===== src/rtl/lc3b_imm_gen_pipe_if.sv =====
// lc3b_imm_gen_pipe_if: handshake and data bundle for lc3b_imm_gen_pipe.
// IMM_GEN_TARGET_EN adds per-lane PC input and target output.
interface lc3b_imm_gen_pipe_if #(parameter int WIDTH = 16, parameter int LANES = 1);
   logic                     in_valid;
   logic                     in_ready;
   logic [16*LANES-1:0]      in_instr;
   logic                     out_valid;
   logic                     out_ready;
   logic [WIDTH*LANES-1:0]   out_imm;
   logic [LANES-1:0]         out_imm_used;
`ifdef IMM_GEN_TARGET_EN
   logic [WIDTH*LANES-1:0]   in_pc;
   logic [WIDTH*LANES-1:0]   out_target;
   modport master (output in_valid, in_instr, out_ready, in_pc,
                   input in_ready, out_valid, out_imm, out_imm_used, out_target);
   modport slave (input in_valid, in_instr, out_ready, in_pc,
                  output in_ready, out_valid, out_imm, out_imm_used, out_target);
`else
   modport master (output in_valid, in_instr, out_ready,
                   input in_ready, out_valid, out_imm, out_imm_used);
   modport slave (input in_valid, in_instr, out_ready,
                  output in_ready, out_valid, out_imm, out_imm_used);
`endif
endinterface


===== src/rtl/lc3b_imm_gen_pipe.sv =====
// lc3b_imm_gen_pipe: multi-lane LC-3b immediate decode feeding a 2-entry skid FIFO.
// IMM_GEN_TARGET_EN adds a stored pc+imm target for BR/LEA/JSR.
module lc3b_imm_gen_pipe #(
   parameter int WIDTH = 16,
   parameter int LANES = 1
) (
   input logic                clk,
   input logic                reset,
   input logic                flush,
   lc3b_imm_gen_pipe_if.slave bus
);
   localparam int W = WIDTH * LANES;
   logic [W-1:0]     w_imm;
   logic [LANES-1:0] w_used;
   logic [W-1:0]     r_imm [2];
   logic [LANES-1:0] r_used [2];
   logic             r_wp, r_rp;
   logic [1:0]       r_cnt;
   logic             w_push, w_pop;
`ifdef IMM_GEN_TARGET_EN
   logic [W-1:0]     w_tgt;
   logic [W-1:0]     r_tgt [2];
`endif
   for (genvar l = 0; l < LANES; l++) begin : g_lane
      logic [15:0]      w_i;
      logic [WIDTH-1:0] w_v;
      logic             w_u;
      assign w_i = bus.in_instr[16*l +: 16];
      // scaling happens on the narrow field before extension, so no bits are lost
      always_comb begin
         w_v = '0;
         w_u = 1'b1;
         case (w_i[15:12])
            4'h1, 4'h5: begin
               w_v = w_i[5] ? {{(WIDTH-5){w_i[4]}}, w_i[4:0]} : '0;
               w_u = w_i[5];
            end
            4'h0, 4'hE: w_v = {{(WIDTH-10){w_i[8]}}, w_i[8:0], 1'b0};
            4'h4: begin
               w_v = w_i[11] ? {{(WIDTH-12){w_i[10]}}, w_i[10:0], 1'b0} : '0;
               w_u = w_i[11];
            end
            4'h2, 4'h3: w_v = {{(WIDTH-6){w_i[5]}}, w_i[5:0]};
            4'h6, 4'h7, 4'hA, 4'hB: w_v = {{(WIDTH-7){w_i[5]}}, w_i[5:0], 1'b0};
            4'hD: w_v = {{(WIDTH-4){1'b0}}, w_i[3:0]};
            4'hF: w_v = {{(WIDTH-9){1'b0}}, w_i[7:0], 1'b0};
            default: w_u = 1'b0;
         endcase
      end
      assign w_imm[l*WIDTH +: WIDTH] = w_v;
      assign w_used[l] = w_u;
`ifdef IMM_GEN_TARGET_EN
      logic w_t;
      assign w_t = (w_i[15:12] == 4'h0) || (w_i[15:12] == 4'hE) || (w_i[15:12] == 4'h4 && w_i[11]);
      assign w_tgt[l*WIDTH +: WIDTH] = bus.in_pc[l*WIDTH +: WIDTH] + (w_t ? w_v : '0);
`endif
   end
   assign w_push = bus.in_valid && bus.in_ready;
   assign w_pop = bus.out_valid && bus.out_ready;
   assign bus.in_ready = ~r_cnt[1];
   assign bus.out_valid = |r_cnt;
   assign bus.out_imm = r_imm[r_rp];
   assign bus.out_imm_used = r_used[r_rp];
`ifdef IMM_GEN_TARGET_EN
   assign bus.out_target = r_tgt[r_rp];
`endif
   always_ff @(posedge clk or posedge reset) begin
      if (reset) begin
         r_cnt <= '0;
         r_wp <= 1'b0;
         r_rp <= 1'b0;
         r_imm[0] <= '0;
         r_imm[1] <= '0;
         r_used[0] <= '0;
         r_used[1] <= '0;
`ifdef IMM_GEN_TARGET_EN
         r_tgt[0] <= '0;
         r_tgt[1] <= '0;
`endif
      end else if (flush) begin
         r_cnt <= '0;
         r_wp <= 1'b0;
         r_rp <= 1'b0;
      end else begin
         if (w_push) begin
            r_imm[r_wp] <= w_imm;
            r_used[r_wp] <= w_used;
`ifdef IMM_GEN_TARGET_EN
            r_tgt[r_wp] <= w_tgt;
`endif
            r_wp <= ~r_wp;
         end
         if (w_pop) r_rp <= ~r_rp;
         r_cnt <= r_cnt + {1'b0, w_push} - {1'b0, w_pop};
      end
   end
endmodule


===== src/flat_wrapper.sv =====
// flat-port wrapper written by rule: the top's interface ports become plain ports
module lc3b_imm_gen_pipe_flat 
#(
   parameter int WIDTH = 16,
   parameter int LANES = 1
)
  (clk, reset, flush, bus_in_valid, bus_in_instr, bus_out_ready, bus_in_ready, bus_out_valid, bus_out_imm, bus_out_imm_used);
  lc3b_imm_gen_pipe_if #(.WIDTH(WIDTH), .LANES(LANES)) bus_i ();
  input logic clk;
  input logic reset;
  input logic flush;
  input wire logic [$bits(bus_i.in_valid)-1:0] bus_in_valid;
  input wire logic [$bits(bus_i.in_instr)-1:0] bus_in_instr;
  input wire logic [$bits(bus_i.out_ready)-1:0] bus_out_ready;
  output wire logic [$bits(bus_i.in_ready)-1:0] bus_in_ready;
  output wire logic [$bits(bus_i.out_valid)-1:0] bus_out_valid;
  output wire logic [$bits(bus_i.out_imm)-1:0] bus_out_imm;
  output wire logic [$bits(bus_i.out_imm_used)-1:0] bus_out_imm_used;
  assign bus_i.in_valid = bus_in_valid;
  assign bus_i.in_instr = bus_in_instr;
  assign bus_i.out_ready = bus_out_ready;
  assign bus_in_ready = bus_i.in_ready;
  assign bus_out_valid = bus_i.out_valid;
  assign bus_out_imm = bus_i.out_imm;
  assign bus_out_imm_used = bus_i.out_imm_used;
  lc3b_imm_gen_pipe #(.WIDTH(WIDTH), .LANES(LANES)) u_core (.clk(clk), .reset(reset), .flush(flush), .bus(bus_i));
endmodule

===== config.mk =====
export PLATFORM = sky130hd
export DESIGN_NAME = lc3b_imm_gen_pipe_flat
export DESIGN_NICKNAME = d
export VERILOG_FILES = /design/src/rtl/lc3b_imm_gen_pipe_if.sv /design/src/rtl/lc3b_imm_gen_pipe.sv /design/src/flat_wrapper.sv
export SDC_FILE = /design/constraint.sdc
export NUM_CORES = 1
export LEC_CHECK = 0
export CAP_MARGIN = 20
export CORE_AREA = 4 4 64 66
export CTS_CLUSTER_DIAMETER = 60
export DETAILED_ROUTE_END_ITERATION = 7
export DIE_AREA = 0 0 68 70
export GPL_ROUTABILITY_DRIVEN = 0
export MAX_ROUTING_LAYER = met4
export PLACE_DENSITY = 0.77
export SETUP_SLACK_MARGIN = 0.2
export SLEW_MARGIN = 20
export SYNTH_ARGS = -nofsm -noshare
export SYNTH_HDL_FRONTEND = slang
export SYNTH_SLANG_ARGS = --single-unit

===== constraint.sdc =====
create_clock -name clk -period 2 [get_ports clk]
set_clock_uncertainty 0.05 [all_clocks]
set_input_delay 0.6 -clock clk [delete_from_list [all_inputs] [get_ports clk]]
set_output_delay 0.6 -clock clk [all_outputs]
set_load 0.01 [all_outputs]

==> impl_results.md <==
* Hold Crit Class: flip-flop to flip-flop
* Setup violations, final at 9
* Clk_lat worst skew at between 0.3 and 0.4 ns
* Max Root-Sink Buffers at 2
* Worst reg2reg endpoint: u_core.r_cnt[1]
* Least-Margin Pin Slew at 0.3791 ns
* R2R cell count at 7
* Area delta synth->final at 45.52%
* Design Power at 3.268 mW
* # H-tree levels at 2
* Slew margin rel. at 74.73%
* Sequential area share after synthesis at 44.84%
* Final #Nets at 257
* FP Rows at 22
* Endpoint class of the critical path: output port
* Starting Density at 46.78%
* Min-Delay Endpoint: u_core.r_imm[4]
* 1st-iter DRT viols at 74
* Drt wl/cell at approximately 14 um
* Clock sinks at 30
* Vias in the first global route at 1464
* Worst-path clk slew at 0.09 ns
* Part of the power in combinational logic at 55.9%
* Area of the multi-input gates at between 800 and 900 um2
* Die Width at 68 um
* Crit-path max FO at 5
* Area leader, netlist: dfrtp_1
* Yosys warning count at 0
* Initial antenna violation count at 0
* Synth Area per Inst at 9.566 um2
* Critical Path Source Type: flip-flop
* Root Driver: clkbuf_4
* Final ANT Viol Nets at 0
* Core area at 3578 um2
* Violated checks: setup timing
* CP Class: flip-flop to output port
* Post-Syn Area at around 1700 um2
* WP data arrival at ~1.4 ns
* Number of pins with negative max-slew slack in the final report at 0
* Switching share of total power at about 34%
* Fmax at ~0.48 GHz
* Die area at 4760 um2
* Gr ovfl total at 0
* Worst VDD drop at 0.6919 mV
* RSZ-0062 raised after global routing: yes
* NetSw at 1.109 mW
* Clock power share at 11.8%
* Post-route minimum period at ~2.1 ns
* Top cell type's share of synthesized area at 44.84%
* Syn_nets at 198
* First-pass GRT wire length at around 6200 um
* Leak pwr at roughly 1.1 nW
* Sequential cell area at ~750 um2
* Cell area power density at 1342 nW/um2
* Router iterations before antenna repair at 4
* Gate Count Post-Synth at 175
* Int Pwr at 2.159 mW
* Final setup margin at -0.09085 ns
* Final Hold Viols at 0
* DP Wirelength at 2699 um
* Chip height at 70 um
* Pin count of the biggest net entering global routing at 31
* Residual DRC at 0
* Tcrit/Tclk final at 104.5%
* # hold bufs at CTS at 0
* Via Count at 1451
* Yosys reg bits at 30
* Port Buf Inserts at 39
* Total CTS buffers at 5
* WP data required at ~1.4 ns
* Area contributors post-synth: dfrtp_1 (45%), a21oi_1 (9.0%), mux2_2 (8.1%)
* Beginning of the worst hold path: u_core.r_imm[4]
* Hold path cells at 2
* Total global-route track usage at 17.16%
* Ports at 40
* Final WL at 3833 um
* Part of the power in registers at 32.4%
* CTS tree: yes
* Post-Place Setup Slack at -0.2543 ns
* Status: finished with violations
* R2R Path Start: u_core.r_cnt[1]
* R2r setup slk at ~0.32 ns
* Post-synthesis cell type count at 35
* FILL cells at 271
* Vias per cell at 5.127
* Diode count at 0
* Max-Cap Viols at 0
* Share of layout cells above drive strength 1 at a little over a third
[metrics by stage]
| step | instance area, um2 | cells | TNS, ns | util [%] | hold slack [ns] |
|---|---|---|---|---|---|
| after floorplan | 1674 | 175 | 0 | - | 0.4393 |
| after global placement | 2201 | 269 | -4.948 | 61.50 | 0.4505 |
| after detailed placement | 2201 | 269 | -5.414 | 61.50 | 0.4650 |
| after CTS | 2365 | 280 | -0.9096 | 66.08 | 0.4842 |
| after global routing | 2436 | 283 | -1.386 | 68.08 | 0.5081 |
| final | 2436 | 283 | -0.7212 | 68.08 | 0.4885 |
[layout make-up]
cell class              count  area share, %
inverters                   9          1.387
well taps                  48          2.465
clock inverters             1         0.2054
multi-input cells         122          36.67
clock buffers               7          2.260
flip-flops and latches     30          30.82
repair buffers             66          26.19
[power groups by stage]
stage	Combinational [mW]	Sequential, mW	Clock (mW)
floorplan	0.933	1.01	0
global placement	1.55	1.04	0
detailed placement	1.58	1.05	0
CTS	1.78	1.05	0.393
global route	1.99	1.10	0.417
finish	1.83	1.06	0.384
[registers in the layout (all words and copies together) (netlist names)]
signal and cells:
u_core.r_used 2, u_core.r_wp 1, u_core.r_rp 1, u_core.r_imm 24, u_core.r_cnt 2
[layout by cell type (no fill, tap or decap), types with 4 or more instances in the layout]
cell / instances
mux2_4: 12
clkdlybuf4s50_1: 16
a21oi_1: 28
a31oi_1: 4
buf_4: 20
inv_1: 9
clkbuf_4: 5
dfrtp_1: 30
buf_6: 23
nor2_1: 29
nand2b_1: 5
nand3_1: 5
[worst max-delay path, stage by stage, from the launching register on]
cell and delay [ns]:
dfrtp_1 0.41, buf_6 0.13, buf_6 0.10, mux2_4 0.33, buf_6 0.13
[synth_stat cells, drive strengths merged]
| cell | count |
|---|---|
| dfrtp | 30 |
| nor2 | 29 |
| a31o | 1 |
| o21ai | 5 |
| nor3 | 3 |
| buf | 13 |
| or3 | 2 |
| nand3 | 5 |
| inv | 9 |
| and4b | 1 |
| nand2 | 2 |
| clkbuf | 1 |
| xor2 | 2 |
| nand3b | 2 |
| nor3b | 1 |
| and2 | 1 |
| xnor2 | 2 |
| ha | 2 |
| a31oi | 4 |
| or3b | 1 |
| or2 | 1 |
| o31a | 1 |
| mux2i | 1 |
| a21oi | 30 |
| o31ai | 3 |
| a32oi | 3 |
| nor2b | 2 |
| mux2 | 12 |
| nand2b | 6 |
[worst max-delay path by stage]
stage / from / to / slack (ns) / depth (start not counted)
2_1_floorplan: u_core.r_rp / bus_out_imm[3] / 0.22 / 3
3_3_place_gp: bus_in_instr[15] / u_core.r_imm[17] / -0.24 / 4
3_5_place_dp: bus_in_instr[15] / u_core.r_imm[1] / -0.25 / 4
4_1_cts: u_core.r_rp / bus_out_imm[14] / -0.11 / 4
5_1_grt: u_core.r_rp / bus_out_imm[13] / -0.14 / 4
6_report: u_core.r_rp / bus_out_imm[12] / -0.09 / 4
[cells by family (layout without fill, tap and decap cells)]
| group | after synthesis | in the layout | share of synthesized area, % |
|---|---|---|---|
| XOR/XNOR | 4 | 4 | 2.093 |
| AO/OA/AOI/OAI | 47 | 47 | 17.56 |
| buffers and inverters | 23 | 83 | 7.623 |
| multiplexers | 13 | 13 | 8.670 |
| adder cells (fa/ha/maj) | 2 | 2 | 1.495 |
| AND/OR/NAND/NOR | 56 | 56 | 17.71 |
| flip-flops | 30 | 30 | 44.84 |
[metal layers]
metal,vias to the layer above,global-route usage (%),share of wire [%]
li1,722,-,-
met4,0,7.064,1.6
met3,9,3.859,5.0
met1,688,21.22,43
met5,-,-,0
met2,32,26.66,50
[repair_timing]
action / in CTS / in global routing
pin swaps: 6 / 5
hold endpoints to repair: 0 / 0
resized for setup: 113 / 15
buffers inserted: 3 / 3
setup endpoints to repair: 39 / 32
Power figures use the tool's default switching activity.
==> RTL change 1 (config.mk and constraints unchanged) <==
`WIDTH` is set to 16 in 3 places; all go to 14.
--- a/src/rtl/lc3b_imm_gen_pipe_if.sv
+++ b/src/rtl/lc3b_imm_gen_pipe_if.sv
@@ -1,6 +1,6 @@
 // lc3b_imm_gen_pipe_if: handshake and data bundle for lc3b_imm_gen_pipe.
 // IMM_GEN_TARGET_EN adds per-lane PC input and target output.
-interface lc3b_imm_gen_pipe_if #(parameter int WIDTH = 16, parameter int LANES = 1);
+interface lc3b_imm_gen_pipe_if #(parameter int WIDTH = 14, parameter int LANES = 1);
    logic                     in_valid;
    logic                     in_ready;
    logic [16*LANES-1:0]      in_instr;
--- a/src/rtl/lc3b_imm_gen_pipe.sv
+++ b/src/rtl/lc3b_imm_gen_pipe.sv
@@ -1,7 +1,7 @@
 // lc3b_imm_gen_pipe: multi-lane LC-3b immediate decode feeding a 2-entry skid FIFO.
 // IMM_GEN_TARGET_EN adds a stored pc+imm target for BR/LEA/JSR.
 module lc3b_imm_gen_pipe #(
-   parameter int WIDTH = 16,
+   parameter int WIDTH = 14,
    parameter int LANES = 1
 ) (
    input logic                clk,
--- a/src/flat_wrapper.sv
+++ b/src/flat_wrapper.sv
@@ -1,7 +1,7 @@
 // flat-port wrapper written by rule: the top's interface ports become plain ports
 module lc3b_imm_gen_pipe_flat 
 #(
-   parameter int WIDTH = 16,
+   parameter int WIDTH = 14,
    parameter int LANES = 1
 )
   (clk, reset, flush, bus_in_valid, bus_in_instr, bus_out_ready, bus_in_ready, bus_out_valid, bus_out_imm, bus_out_imm_used);
Ports: changed (resized bus_out_imm); port bits go from 40 to 38. The function was not compared with the original's and may differ.
==> RTL change 1 against the original RTL <==
  * The run still ends with setup timing left
  * Combinational power shrank 14%
  * Critical endpoint is now bus_out_imm[11]
  * Routed wire length is 1.2% lower
  * Sequential cell count unchanged
  * Worst setup slack worse by 0.91 ps
  * Total power is 5.3% lower
  * Largest power group unchanged
  * Non-clock buffer count fell by 5
  * Area after synthesis up 0.75%
  * Final area shrank 1.8%
  * Critical path type unchanged
==> RTL change 1: results (changes against the original RTL) <==
source of the worst register-to-register timing path u_core.r_cnt[0]; total negative slack -1120 ps (-397 ps); # port buffers 37 (-5.1%); setup violators final 15 (+6); result of the run complete, but fails checks; failing checks setup timing; Max VDD drop 0.000918 V (+33%); first-pass GRT wire length 6470 um (+4.8%); number of antenna violations at the first check in global routing 0 (unchanged); Synthesis Warnings 0 (unchanged); fin worst setup slack -91.8 ps (-0.914 ps); routed length per instance 13.6 um (+0.55%); largest fanout on the critical path 8 (+3); leading cell types by total area after synthesis dfrtp_1 (45%), mux2_2 (8.7%), a21oi_1 (5.3%), nor2_1 (3.8%), nand2_1 (3.1%); R2R Path End u_core.r_cnt[0]; post-placement worst setup slack -280 ps (-25.7 ps); instance count after placement with tap cells included 266 (-1.1%); capturing element of the worst setup path bus_out_imm[11]; class of the tightest hold or removal check reg -> reg; first-iteration detailed-routing DRC count 66 (-11%); all-layer global routing usage 18.3% (+1.1 points); fraction of the yosys area taken by sequential cells 44.5% (-0.33 points); Largest regs u_core.r_imm (24), u_core.r_cnt (2), u_core.r_used (2); count of filler cells inserted in the layout 311 (+15%); leakage power 1.08 nW (-1.2%); buffer depth of the longest clock path 2 (unchanged); number of distinct library cells after synthesis 38 (+8.6%); fraction of layout instances using a drive strength above 1 33.5% (-1.8 points); vias in the first global route 1445 (-1.3%); FF-to-FF setup slack 350 ps (+30 ps); normalized max-slew margin 74.2% (-0.54 points); Net Count, Synth 197 (-0.51%); r2r worst-path depth 6 (-1); Via-to-Cell Ratio 5.10 (-0.45%); Post-layout nets 252 (-1.9%); fin cells 278 (-1.8%); Commonest cells post-synth dfrtp_1 (30), a21oi_1 (18), nor2_1 (17); total placed instance area 2200 sq um (-0.11%); number of cells produced by synthesis 174 (-0.57%); HPWL Detailed 2740 um (+1.7%)
## RTL change 1: layout make-up
class,instances,area [sq um],share of cell area [%]
Clock buffer,5,37.5,1.57
Clock inverter,3,40.0,1.67
Inverter,7,26.3,1.10
Multi-Input combinational cell,124,903,37.8
Sequential cell,30,751,31.4
Tap cell,48,60.1,2.51
Timing Repair Buffer,61,574,24.0
## RTL change 1: cell families (layout without fill, tap and decap cells)
| group | count (synthesis) | in the layout | synth area share (%) |
|---|---|---|---|
| DFF | 30 | 30 | 44.5 |
| adders and majority gates | 2 | 2 | 1.48 |
| xor gates and xnor gates | 4 | 4 | 2.08 |
| buffers and inverters | 20 | 76 | 6.38 |
| muxes | 14 | 14 | 9.27 |
| AOI/OAI and AO/OA | 47 | 47 | 18.8 |
| and+or+nand+nor | 57 | 57 | 17.5 |
## RTL change 1: power by group
part	switching (mW)	internal [mW]
combinational	0.656	0.923
clock	0.226	0.259
sequential	0.150	0.882
total	1.03	2.06
## RTL change 1: metal layers
metal  wire length [um]  vias to the layer above  global-route usage, %
met1               1590                      663                   22.3
met5                  0                        -                      -
met3                157                        7                   4.34
met4                 74                        0                   6.84
met2               1970                       28                   28.9
li1                   -                      721                      -
## RTL change 1: worst min path at each step
stage / from / to / slack [ps]
after global placement: u_core.r_imm[23] / u_core.r_imm[23] / 410
after detailed placement: u_core.r_imm[0] / u_core.r_imm[0] / 420
after global routing: u_core.r_imm[20] / u_core.r_imm[20] / 470
after floorplan: u_core.r_imm[5] / u_core.r_imm[5] / 390
final: u_core.r_imm[0] / u_core.r_imm[0] / 440
after CTS: u_core.r_imm[0] / u_core.r_imm[0] / 440
## RTL change 1: repair_timing
action,CTS,global route
gates resized for setup,96,11
pin swaps,3,6
buffers inserted,3,1
endpoints found under the setup margin,31,22
## RTL change 1: worst max-delay path, delay by kind of cell, from the launching register on
family                 cells  cell delay [ps]
buffers and inverters      3              390
DFF                        1              400
muxes                      1              300
==> RTL change 2 (same flow settings) <==
Made on the original files. Reset style: synchronous (`reset`), changed in one clocked block.
--- a/src/rtl/lc3b_imm_gen_pipe.sv
+++ b/src/rtl/lc3b_imm_gen_pipe.sv
@@ -64,7 +64,7 @@
 `ifdef IMM_GEN_TARGET_EN
    assign bus.out_target = r_tgt[r_rp];
 `endif
-   always_ff @(posedge clk or posedge reset) begin
+   always_ff @(posedge clk) begin
       if (reset) begin
          r_cnt <= '0;
          r_wp <= 1'b0;
Behaviour: differs if reset is asserted again (counterexample within 4 cycles, from zero or initial values and one cycle with reset high); with reset held inactive, the same outputs for 4 cycles.
==> RTL change 2 against the original RTL <==
  * The run still ends with setup timing left
  * Worst setup slack better by 62 ps
  * Fmax is 3.1% higher
  * Final cell count shrank 8.5%
  * Area after synthesis grew 1.0%
  * Final area is 4.6% higher
  * Routed wire length grew 7.5%
  * Sequential cell count grew 1
  * Utilization up 3.1 points
  * Global-route usage is 1.8 points higher
  * Highest routed layer unchanged
Power is not compared: it rests on default switching activity, and its combinational part moved more than twofold at a synthesized area within 25%.
==> RTL change 2: results (changes against the original RTL) <==
Critical-path top delay cell dfxtp_4; vias in the first global route 1428 (-2.5%); r2r worst-path depth 8 (+1); failing checks setup timing; routed wl met2 2210 um (+14%); post-placement worst setup slack -455 ps (-201 ps); capturing element of the worst setup path bus_out_imm[2]; met1 Use GR 20.9% (-0.28 points); total length of routed met3 wires 207 um (+7.8%); critical path data arrival time 1380 ps (-60 ps); setup violators final 7 (-2); average size of a mapped cell 11.1 sq um (+16%); result of the run complete, but fails checks; total placed instance area 2250 sq um (+2.4%); first-iteration detailed-routing DRC count 47 (-36%); clock-cell share of area 2.99% (+0.53 points); total negative slack -178 ps (+543 ps); Post-layout nets 233 (-9.3%); fin cells 259 (-8.5%); pin count of the biggest net entering global routing 14 (-55%); Sequential cell area 886 sq um (+18%); met3 routing resource usage after global routing 3.38% (-0.48 points); fraction of layout instances using a drive strength above 1 42.7% (+7.3 points); R2R Path End u_core.r_cnt[1]; fin worst setup slack -28.4 ps (+62.4 ps); met1 wire length 1630 um (-1.0%); number of distinct library cells after synthesis 39 (+11%); first-pass GRT wire length 6560 um (+6.3%)
==> RTL change 2: cell count changes in the layout (fill, tap and decap cells not counted), sizes merged, moves of 4 or more <==
cell / unedited run / this run
edfxtp: 0 / 26
dfrtp: 30 / 0
dlygate4sd2: 3 / 7
a21oi: 30 / 5
nor2: 29 / 24
dfxtp: 0 / 5
nor3: 3 / 11
==> RTL change 2: cell families (layout without fill, tap and decap cells) <==
group | after synthesis | in the layout | synth area share (%)
xor gates and xnor gates | 4 | 4 | 2.07
buffers and inverters | 19 | 78 | 6.58
AOI/OAI and AO/OA | 21 | 21 | 10.2
adders and majority gates | 2 | 2 | 1.48
muxes | 14 | 14 | 9.25
and+or+nand+nor | 61 | 61 | 18.3
DFF | 31 | 31 | 52.1
==> RTL change 2: what timing repair did <==
action	in CTS	in global routing
pin swaps	13	4
endpoints found under the setup margin	44	36
buffers inserted	3	2
gates resized for setup	129	7
gates cloned	1	0
